<file path="src/rtl/mem_arb_pkg.sv">
// Shared definitions for the mem_system request arbiter: state encodings,
// the owner enum used by the arbitration decision, and counter widths.
package mem_arb_pkg;

    // Encodings are fixed so external debug taps can decode the state.
    localparam logic [1:0] ST_IDLE  = 2'b00;
    localparam logic [1:0] ST_GNT_I = 2'b01;
    localparam logic [1:0] ST_GNT_D = 2'b10;
    localparam logic [1:0] ST_ERR   = 2'b11;

    typedef enum logic [1:0] {
        OWN_NONE = 2'b00,
        OWN_I    = 2'b01,
        OWN_D    = 2'b10
    } owner_e;

    // Port index used by the per-port response generate loop.
    localparam int N_PORTS  = 2;
    localparam int PORT_I   = 0;
    localparam int PORT_D   = 1;

    // Starve counter covers STARVE_MAX up to 15.
    localparam int STARVE_W = 4;
    // Watchdog counter width; comfortably above any sensible timeout.
    localparam int WDOG_W   = 16;

endpackage

</file>
<file path="src/rtl/mem_arb_wdog.sv">
// Grant watchdog: counts cycles while enabled, restarts on clear, and flags
// expiry in the LIMIT-th enabled cycle. Only built with MEM_ARB_WDOG_EN.
module mem_arb_wdog #(
    parameter int LIMIT = 64,
    parameter int W     = 16
) (
    input  logic clk,
    input  logic rst_n,
    input  logic clear,
    input  logic enable,
    output logic expire
);

    logic [W-1:0] cnt_reg;

    assign expire = enable && !clear && (cnt_reg == W'(LIMIT - 1));

    // Cycle counter: cleared on a new grant, advances while the grant waits.
    always_ff @(posedge clk or negedge rst_n) begin
        if (!rst_n) begin
            cnt_reg <= '0;
        end else if (clear) begin
            cnt_reg <= '0;
        end else if (enable && !expire) begin
            cnt_reg <= cnt_reg + 1'b1;
        end
    end

endmodule

</file>
<file path="src/rtl/mem_req_arbiter.sv">
// Arbitrates the single mem_system between the instruction-fetch port (read
// only) and the data port (read/write). One request is granted at a time; the
// request to mem_system is registered at the grant edge and held until
// ms_done, with at least one idle cycle between grants. D normally wins, but
// after STARVE_MAX consecutive D grants with I waiting, I is forced through.
// Optional grant watchdog: define MEM_ARB_WDOG_EN.
module mem_req_arbiter
    import mem_arb_pkg::*;
#(
    parameter int ADDR_W      = 16,
    parameter int DATA_W      = 16,
    parameter int STARVE_MAX  = 4,
    parameter int TIMEOUT_CYC = 64
) (
    input  logic              clk,
    input  logic              rst_n,
    // instruction-fetch port
    input  logic              i_rd,
    input  logic [ADDR_W-1:0] i_addr,
    output logic [DATA_W-1:0] i_data_out,
    output logic              i_done,
    output logic              i_stall,
    output logic              i_hit,
    // data port
    input  logic              d_rd,
    input  logic              d_wr,
    input  logic [ADDR_W-1:0] d_addr,
    input  logic [DATA_W-1:0] d_data_in,
    output logic [DATA_W-1:0] d_data_out,
    output logic              d_done,
    output logic              d_stall,
    output logic              d_hit,
    // mem_system request / response
    output logic [ADDR_W-1:0] ms_addr,
    output logic [DATA_W-1:0] ms_data_in,
    output logic              ms_rd,
    output logic              ms_wr,
    input  logic [DATA_W-1:0] ms_data_out,
    input  logic              ms_done,
    input  logic              ms_cachehit,
    input  logic              ms_err,
    // sticky error
    output logic              arb_err
);

    localparam logic [STARVE_W-1:0] STARVE_MAX_C = STARVE_W'(STARVE_MAX);

    // Reject configurations the counters cannot represent.
    if (STARVE_MAX < 1 || STARVE_MAX > 15 || TIMEOUT_CYC < 1) begin : g_bad_param
        $error("mem_req_arbiter: STARVE_MAX must be 1..15 and TIMEOUT_CYC >= 1");
    end

    logic [1:0]          state_reg,      state_next;
    logic [STARVE_W-1:0] starve_reg,     starve_next;
    logic [ADDR_W-1:0]   ms_addr_reg,    ms_addr_next;
    logic [DATA_W-1:0]   ms_data_in_reg, ms_data_in_next;
    logic                ms_rd_reg,      ms_rd_next;
    logic                ms_wr_reg,      ms_wr_next;
    logic                arb_err_reg,    arb_err_next;

    owner_e              grant_owner;
    logic                in_grant;
    logic                wdog_expire;

    logic [N_PORTS-1:0]  port_req;
    logic [N_PORTS-1:0]  port_done;
    logic [N_PORTS-1:0]  port_hit;
    logic [N_PORTS-1:0]  port_stall;
    logic [DATA_W-1:0]   port_data [N_PORTS];

    assign in_grant = (state_reg == ST_GNT_I) || (state_reg == ST_GNT_D);

    assign port_req[PORT_I] = i_rd;
    assign port_req[PORT_D] = d_rd | d_wr;

    // Per-port response routing: only the current owner sees done/hit/data,
    // and an error completion is never reported as done.
    for (genvar gi = 0; gi < N_PORTS; gi++) begin : g_port
        localparam logic [1:0] OWN_ST = (gi == PORT_I) ? ST_GNT_I : ST_GNT_D;
        assign port_done[gi]  = (state_reg == OWN_ST) && ms_done && !ms_err;
        assign port_hit[gi]   = port_done[gi] && ms_cachehit;
        assign port_data[gi]  = port_done[gi] ? ms_data_out : '0;
        assign port_stall[gi] = port_req[gi] && !port_done[gi];
    end

    assign i_done     = port_done[PORT_I];
    assign i_hit      = port_hit[PORT_I];
    assign i_stall    = port_stall[PORT_I];
    assign i_data_out = port_data[PORT_I];
    assign d_done     = port_done[PORT_D];
    assign d_hit      = port_hit[PORT_D];
    assign d_stall    = port_stall[PORT_D];
    assign d_data_out = port_data[PORT_D];

    assign ms_addr    = ms_addr_reg;
    assign ms_data_in = ms_data_in_reg;
    assign ms_rd      = ms_rd_reg;
    assign ms_wr      = ms_wr_reg;
    assign arb_err    = arb_err_reg;

`ifdef MEM_ARB_WDOG_EN
    mem_arb_wdog #(
        .LIMIT (TIMEOUT_CYC),
        .W     (WDOG_W)
    ) u_wdog (
        .clk    (clk),
        .rst_n  (rst_n),
        .clear  (grant_owner != OWN_NONE),
        .enable (in_grant),
        .expire (wdog_expire)
    );
`else
    assign wdog_expire = 1'b0;
`endif

    // Arbitration, grant load/hold and error transitions.
    always_comb begin
        state_next      = state_reg;
        starve_next     = starve_reg;
        ms_addr_next    = ms_addr_reg;
        ms_data_in_next = ms_data_in_reg;
        ms_rd_next      = ms_rd_reg;
        ms_wr_next      = ms_wr_reg;
        arb_err_next    = arb_err_reg;
        grant_owner     = OWN_NONE;

        if (state_reg == ST_IDLE) begin
            if (d_rd && d_wr) begin
                // Simultaneous read and write is not a legal D op.
                state_next   = ST_ERR;
                arb_err_next = 1'b1;
            end else if ((d_rd || d_wr) && !(i_rd && starve_reg == STARVE_MAX_C)) begin
                grant_owner = OWN_D;
            end else if (i_rd) begin
                grant_owner = OWN_I;
            end

            if (grant_owner == OWN_D) begin
                state_next      = ST_GNT_D;
                ms_addr_next    = d_addr;
                ms_data_in_next = d_data_in;
                ms_rd_next      = d_rd;
                ms_wr_next      = d_wr;
                if (!i_rd)
                    starve_next = '0;
                else if (starve_reg != STARVE_MAX_C)
                    starve_next = starve_reg + 1'b1;
            end else if (grant_owner == OWN_I) begin
                state_next      = ST_GNT_I;
                ms_addr_next    = i_addr;
                ms_data_in_next = '0;
                ms_rd_next      = 1'b1;
                ms_wr_next      = 1'b0;
                starve_next     = '0;
            end
        end else if (in_grant) begin
            if (ms_err || wdog_expire) begin
                state_next   = ST_ERR;
                ms_rd_next   = 1'b0;
                ms_wr_next   = 1'b0;
                arb_err_next = 1'b1;
            end else if (ms_done) begin
                // Dropping the op here guarantees the idle cycle mem_system needs.
                state_next = ST_IDLE;
                ms_rd_next = 1'b0;
                ms_wr_next = 1'b0;
            end
        end
        // ST_ERR holds everything until reset.
    end

    // State and registered mem_system request.
    always_ff @(posedge clk or negedge rst_n) begin
        if (!rst_n) begin
            state_reg      <= ST_IDLE;
            starve_reg     <= '0;
            ms_addr_reg    <= '0;
            ms_data_in_reg <= '0;
            ms_rd_reg      <= 1'b0;
            ms_wr_reg      <= 1'b0;
            arb_err_reg    <= 1'b0;
        end else begin
            state_reg      <= state_next;
            starve_reg     <= starve_next;
            ms_addr_reg    <= ms_addr_next;
            ms_data_in_reg <= ms_data_in_next;
            ms_rd_reg      <= ms_rd_next;
            ms_wr_reg      <= ms_wr_next;
            arb_err_reg    <= arb_err_next;
        end
    end

endmodule

</file>
<file path="config.mk">
export PLATFORM = sky130hd
export DESIGN_NAME = mem_req_arbiter
export DESIGN_NICKNAME = d
export VERILOG_FILES = /design/src/rtl/mem_arb_pkg.sv /design/src/rtl/mem_arb_wdog.sv /design/src/rtl/mem_req_arbiter.sv
export SDC_FILE = /design/constraint.sdc
export NUM_CORES = 1
export LEC_CHECK = 0
export ABC_AREA = 1
export BUFFER_PORTS_ARGS = -buffer_cell sky130_fd_sc_hd__buf_2
export CAP_MARGIN = 40
export CORE_MARGIN = 4
export CORE_UTILIZATION = 40
export CTS_CLUSTER_SIZE = 25
export DETAILED_ROUTE_END_ITERATION = 6
export HOLD_SLACK_MARGIN = 0.05
export PLACE_DENSITY_LB_ADDON = 0.15
export SETUP_SLACK_MARGIN = 0.2
export SLEW_MARGIN = 20
export SYNTH_ARGS = -nofsm -noshare
export SYNTH_HDL_FRONTEND = slang
export SYNTH_HIERARCHICAL = 1
export SYNTH_SLANG_ARGS = --single-unit
</file>
<file path="constraint.sdc">
create_clock -name clk -period 2.9 [get_ports clk]
set_input_delay 0 -clock clk [delete_from_list [all_inputs] [get_ports clk]]
set_output_delay 0 -clock clk [all_outputs]
set_load 0.005 [all_outputs]
</file>
Word level (Yosys, flattened, before mapping)
Cells that the tools add are included.
- multiplexer cells: 34
- $add $sub $neg: 1
- equality and inequality tests: 10
- bitwise operators: 1
- reduce and logical (&&, ||, !) cells: 27
- operator list (cell ; count):
    two-way mux 16 bit ; 6
    two-way mux 2 bit ; 10
    two-way mux 4 bit ; 4
    two-way mux 1 bit ; 14
    AND reduction 3 bit ; 4
    logical AND 1 bit ; 11
    nonzero test 2 bit ; 3
    adder 4 x 1 -> 4 bit (second input constant) ; 1
    == test 2 x 1 -> 1 bit (second input constant) ; 2
    == test 2 bit (second input constant) ; 2
    == test 4 x 3 -> 1 bit (second input constant) ; 1
    logical NOT 1 bit ; 4
    inequality test 4 x 1 -> 1 bit (second input constant) ; 1
    inequality test 4 x 3 -> 1 bit (second input constant) ; 1
    inequality test 3 x 1 -> 1 bit (second input constant) ; 1
    inequality test 3 x 2 -> 1 bit (second input constant) ; 1
    nonzero test 3 bit ; 1
    logical NOT 2 bit ; 1
    logical OR 1 bit ; 2
    inequality test 2 x 1 -> 1 bit (second input constant) ; 1
    AND reduction 2 bit ; 1
    OR 1 bit ; 1
- logic and storage cells: 80
- input bits: 72
- output and inout port bits: 73
- flip-flop bits (word level): 41

Logic depth before layout (Yosys ltp)
- depth in word-level cells: 11
- gate-level depth with buffers: 13
- depth with buffers taken out: 12

Least setup slack after synthesis
No wires, ideal clock.
- path kind: register to register
- start point: reg starve_reg[0]
- end point: reg ms_addr_reg[10], in the netlist ms_addr[10]
- path slack: 881 ps
- path buffers: 2
- setup time: 64 ps
- cell stages (with the launch flop): 13
- arrival: 1955 ps
- data required time: 2836 ps
- period minus slack after synthesis: 2019 ps
- path through: dfrtp_1 > inv_1 > ha_1 > nand3_1 > o22ai_1 > nand3_1 > ha_1 > buf_4 > clkinv_1 > buf_2 > nor2_1 > o21ai_0 > o21a_1
- cells in the longest elaborated chain, start to end: 10
- elaborated cells between the ends (all ways): 12
- those cells by class: 3 x eq/ne; 4 x mux; 5 x reduce/logical
- RTL lines (what ; RTL line ; source):
    start: declaration ; mem_req_arbiter.sv:54 ; logic [STARVE_W-1:0] starve_reg, starve_next;
    start signal: assignment ; mem_req_arbiter.sv:184 ; starve_reg <= starve_next;
    == test 4 x 3 -> 1 bit (*) ; mem_req_arbiter.sv:132 ; end else if ((d_rd || d_wr) && !(i_rd && starve_reg == STARVE_MAX_C)) begin
    logical AND 1 bit (*) ; mem_req_arbiter.sv:132 ;
    logical NOT 1 bit (*) ; mem_req_arbiter.sv:132 ;
    logical AND 1 bit (*) ; mem_req_arbiter.sv:132 ;
    two-way mux 2 bit (*) ; mem_req_arbiter.sv:132 ;
    two-way mux 2 bit (*) ; mem_req_arbiter.sv:128 ; if (d_rd && d_wr) begin
    two-way mux 2 bit (*) ; mem_req_arbiter.sv:127 ; if (state_reg == ST_IDLE) begin
    == test 2 bit or == test 2 x 1 -> 1 bit (tied branches) ; mem_req_arbiter.sv:138, mem_req_arbiter.sv:148 ;
    nonzero test 2 bit (no line) ; n/a ;
    AND reduction 2 bit (no line) ; n/a ;
    end signal: assignment ; mem_req_arbiter.sv:185 ; ms_addr_reg <= ms_addr_next;
    end: declaration ; mem_req_arbiter.sv:55 ; logic [ADDR_W-1:0] ms_addr_reg, ms_addr_next;
Every way passes the cells marked *; elsewhere a longest branch is shown, timed or not. The select of a mux whose other input is x is not followed.
A chain may end at the register's enable or synchronous reset.

Final worst setup path
- start point: reg starve_reg[0]
- end point: reg ms_addr_reg[12], in the netlist ms_addr[12]
Same word-level chain as after synthesis.

==> flow_summary.json <==
{
  "crit_path_end_kind": "flip-flop",
  "cts_buffer_depth": 2,
  "fin_crit_ns": 2.41,
  "clk_latency_ns": 0.29,
  "h-tree-depth": 2,
  "wl_per_cell_um": 12.1,
  "setup_viol": 0,
  "synth_warnings": 6,
  "portBuffers": 144,
  "fin_area_sq_um": 3360,
  "dpl_cell_area_sq_um": 3080,
  "grt_use_total": 0.188,
  "drtAntennaViolNets": 0,
  "routabilityCongestion": 0.863,
  "status": "complete, no violations",
  "numClockSinks": 41,
  "final_nets": 545,
  "grt_antenna_before_repair": 0,
  "dpl.cell_count": 514,
  "seq_area_sq_um": 1030,
  "hold_viol_final": 0,
  "cts_made_buffers": 5,
  "crit_type": "flip-flop to flip-flop",
  "die-area_sq_um": 7030,
  "synth_cell_type_count": 25,
  "dp_hpwl_mm": 4.91,
  "crit_required_ns": 3.08,
  "synth_cells": 306,
  "slew_viol_final": 0,
  "fin_tns_setup_ns": 0,
  "synth_area_sq_um": 2300,
  "avgSynthCellArea_sq_um": 7.52,
  "fin_util": 0.607,
  "rsz0062_at_grt": "false",
  "power.leakage_nw": 1.87,
  "placementRows": 27,
  "routed_via_density": 4.66,
  "finClkSkew_ns": 0.00540,
  "critPathLaunchType": "flip-flop",
  "final_common_cell": "buf_2",
  "synthToLayoutAreaGrowth_pct": 46.1,
  "die_h_um": 83.8,
  "cts_tree": "done",
  "n_antenna_cell": 0,
  "slew_headroom": 0.632,
  "fin_cells": 540,
  "grt_pass1_vias": 2468,
  "post-route-period-util": 0.832,
  "tightest_slew_ns": 0.552,
  "layout_common_cells": "buf_2, nor2_1, nand2_1",
  "post-cts-setup-buffers": 0,
  "wl_mm": 6.51,
  "rrSetupSlack_ns": 0.49,
  "worstPathArrival_ns": 2.60,
  "clk_pin_slew_ns": 0.08,
  "syn_nets": 383,
  "pwr_density_cell_nw_per_um2": 730,
  "grt.overflow.total": 0,
  "start_util": 0.415,
  "drt-initial-drc-count": 92,
  "grt_pass1_wl_mm": 11.1,
  "total_power_w": 0.00245,
  "io_pins": 145,
  "fmax_mhz": 414,
  "dr.pass1.iters": 6,
  "core-area_sq_um": 5540,
  "hold_path_class": "primary input to flip-flop",
  "cts_root_buf": "clkbuf_8",
  "cap_violations": 0,
  "die-width_um": 83.8,
  "multiInputGateArea_sq_um": 1050,
  "ys_seq_elements": 41,
  "nFillCells": 536,
  "vias": 2519,
  "synth-seq-area-share": 0.446,
  "path_max_fanout": 22,
  "grt_start_max_net_pins": 28,
  "vdd_drop_max_mv": 0.327,
  "drc": 0,
  "drive_above_1_share": 0.350
}
final cells by class:
cell class,count,share of cell area
clock buffer,6,0.0246
clock inverter,1,0.00223
inverter,35,0.0391
multi-input combinational,217,0.313
sequential,41,0.305
tap,72,0.0268
timing repair buffer,168,0.289
synth_stat cells:
cell,instances,share of area
ha_1,5,0.027
o21a_1,16,0.052
a21boi_1,1,0.0033
buf_4,2,0.0065
buf_6,4,0.020
dfrtp_1,41,0.45
clkbuf_1,2,0.0033
inv_2,4,0.0065
nor2_8,1,0.0087
nor2_1,88,0.14
buf_1,1,0.0016
a21o_1,1,0.0033
nand3b_1,1,0.0033
nand2_1,46,0.075
o21ai_1,5,0.011
nor3_4,2,0.014
o22ai_1,1,0.0027
a21oi_1,12,0.026
nand4_1,2,0.0054
buf_2,4,0.0087
nand3_1,15,0.033
nand2_4,1,0.0049
clkinv_1,1,0.0016
inv_1,30,0.049
o21ai_0,20,0.044
where the power goes:
part / internal [W] / switching (W) / total, W
Clock: 0.000188 / 0.000192 / 0.000380
Combinational: 0.000503 / 0.000581 / 0.00108
Sequential: 0.000829 / 0.000159 / 0.000988
through the flow:
stage	hold WS (ns)	worst slack [ns]
2_1_floorplan	-0.296	0.881
3_3_place_gp	0.183	0.565
3_5_place_dp	0.0245	0.451
4_1_cts	0.0663	0.439
5_1_grt	0.0847	0.202
6_report	0.0708	0.487
repair_timing:
item | in CTS | in global routing
hold buffers | 19 | 0
setup endpoints to repair | 0 | 12
resized for setup | 0 | 1
hold endpoints to repair | 39 | 0
cells by family after synthesis:
family                     Yosys count  share of synthesized area
AOI/OAI and AO/OA                   56                      0.142
buffers and inverters               48                     0.0968
adders and majority gates            5                     0.0272
and+or+nand+nor                    156                      0.288
DFF                                 41                      0.446
routing by layer:
metal  up-vias  share of wire  GRT usage
met5         -              0          0
met4         0          0.011     0.0497
met3         9          0.078     0.0533
met2        89           0.51      0.341
met1      1139           0.40      0.215
li1       1282              -          -
final timing paths:
kind,from,endpoint,cells past startpoint
worst max-delay path,starve_reg[0],ms_addr[12],10
worst min-delay path,d_addr[4],ms_addr[4],4
worst max register to register,starve_reg[0],ms_addr[12],10
worst min register to register,ms_rd,ms_rd,2
max in group asynchronous,rst_n,ms_data_in[4],3
min in group asynchronous,rst_n,starve_reg[3],2
worst max-delay path, stage by stage, from the launching register on:
cell and delay (ns):
dfrtp_1 0.43, inv_1 0.09, ha_1 0.16, nand3_1 0.10, o22ai_1 0.22, nand3_1 0.11
ha_1 0.43, nor2_8 0.29, buf_4 0.25, o21ai_0 0.10, o21a_1 0.11
(Power assumes the default switching activity.)
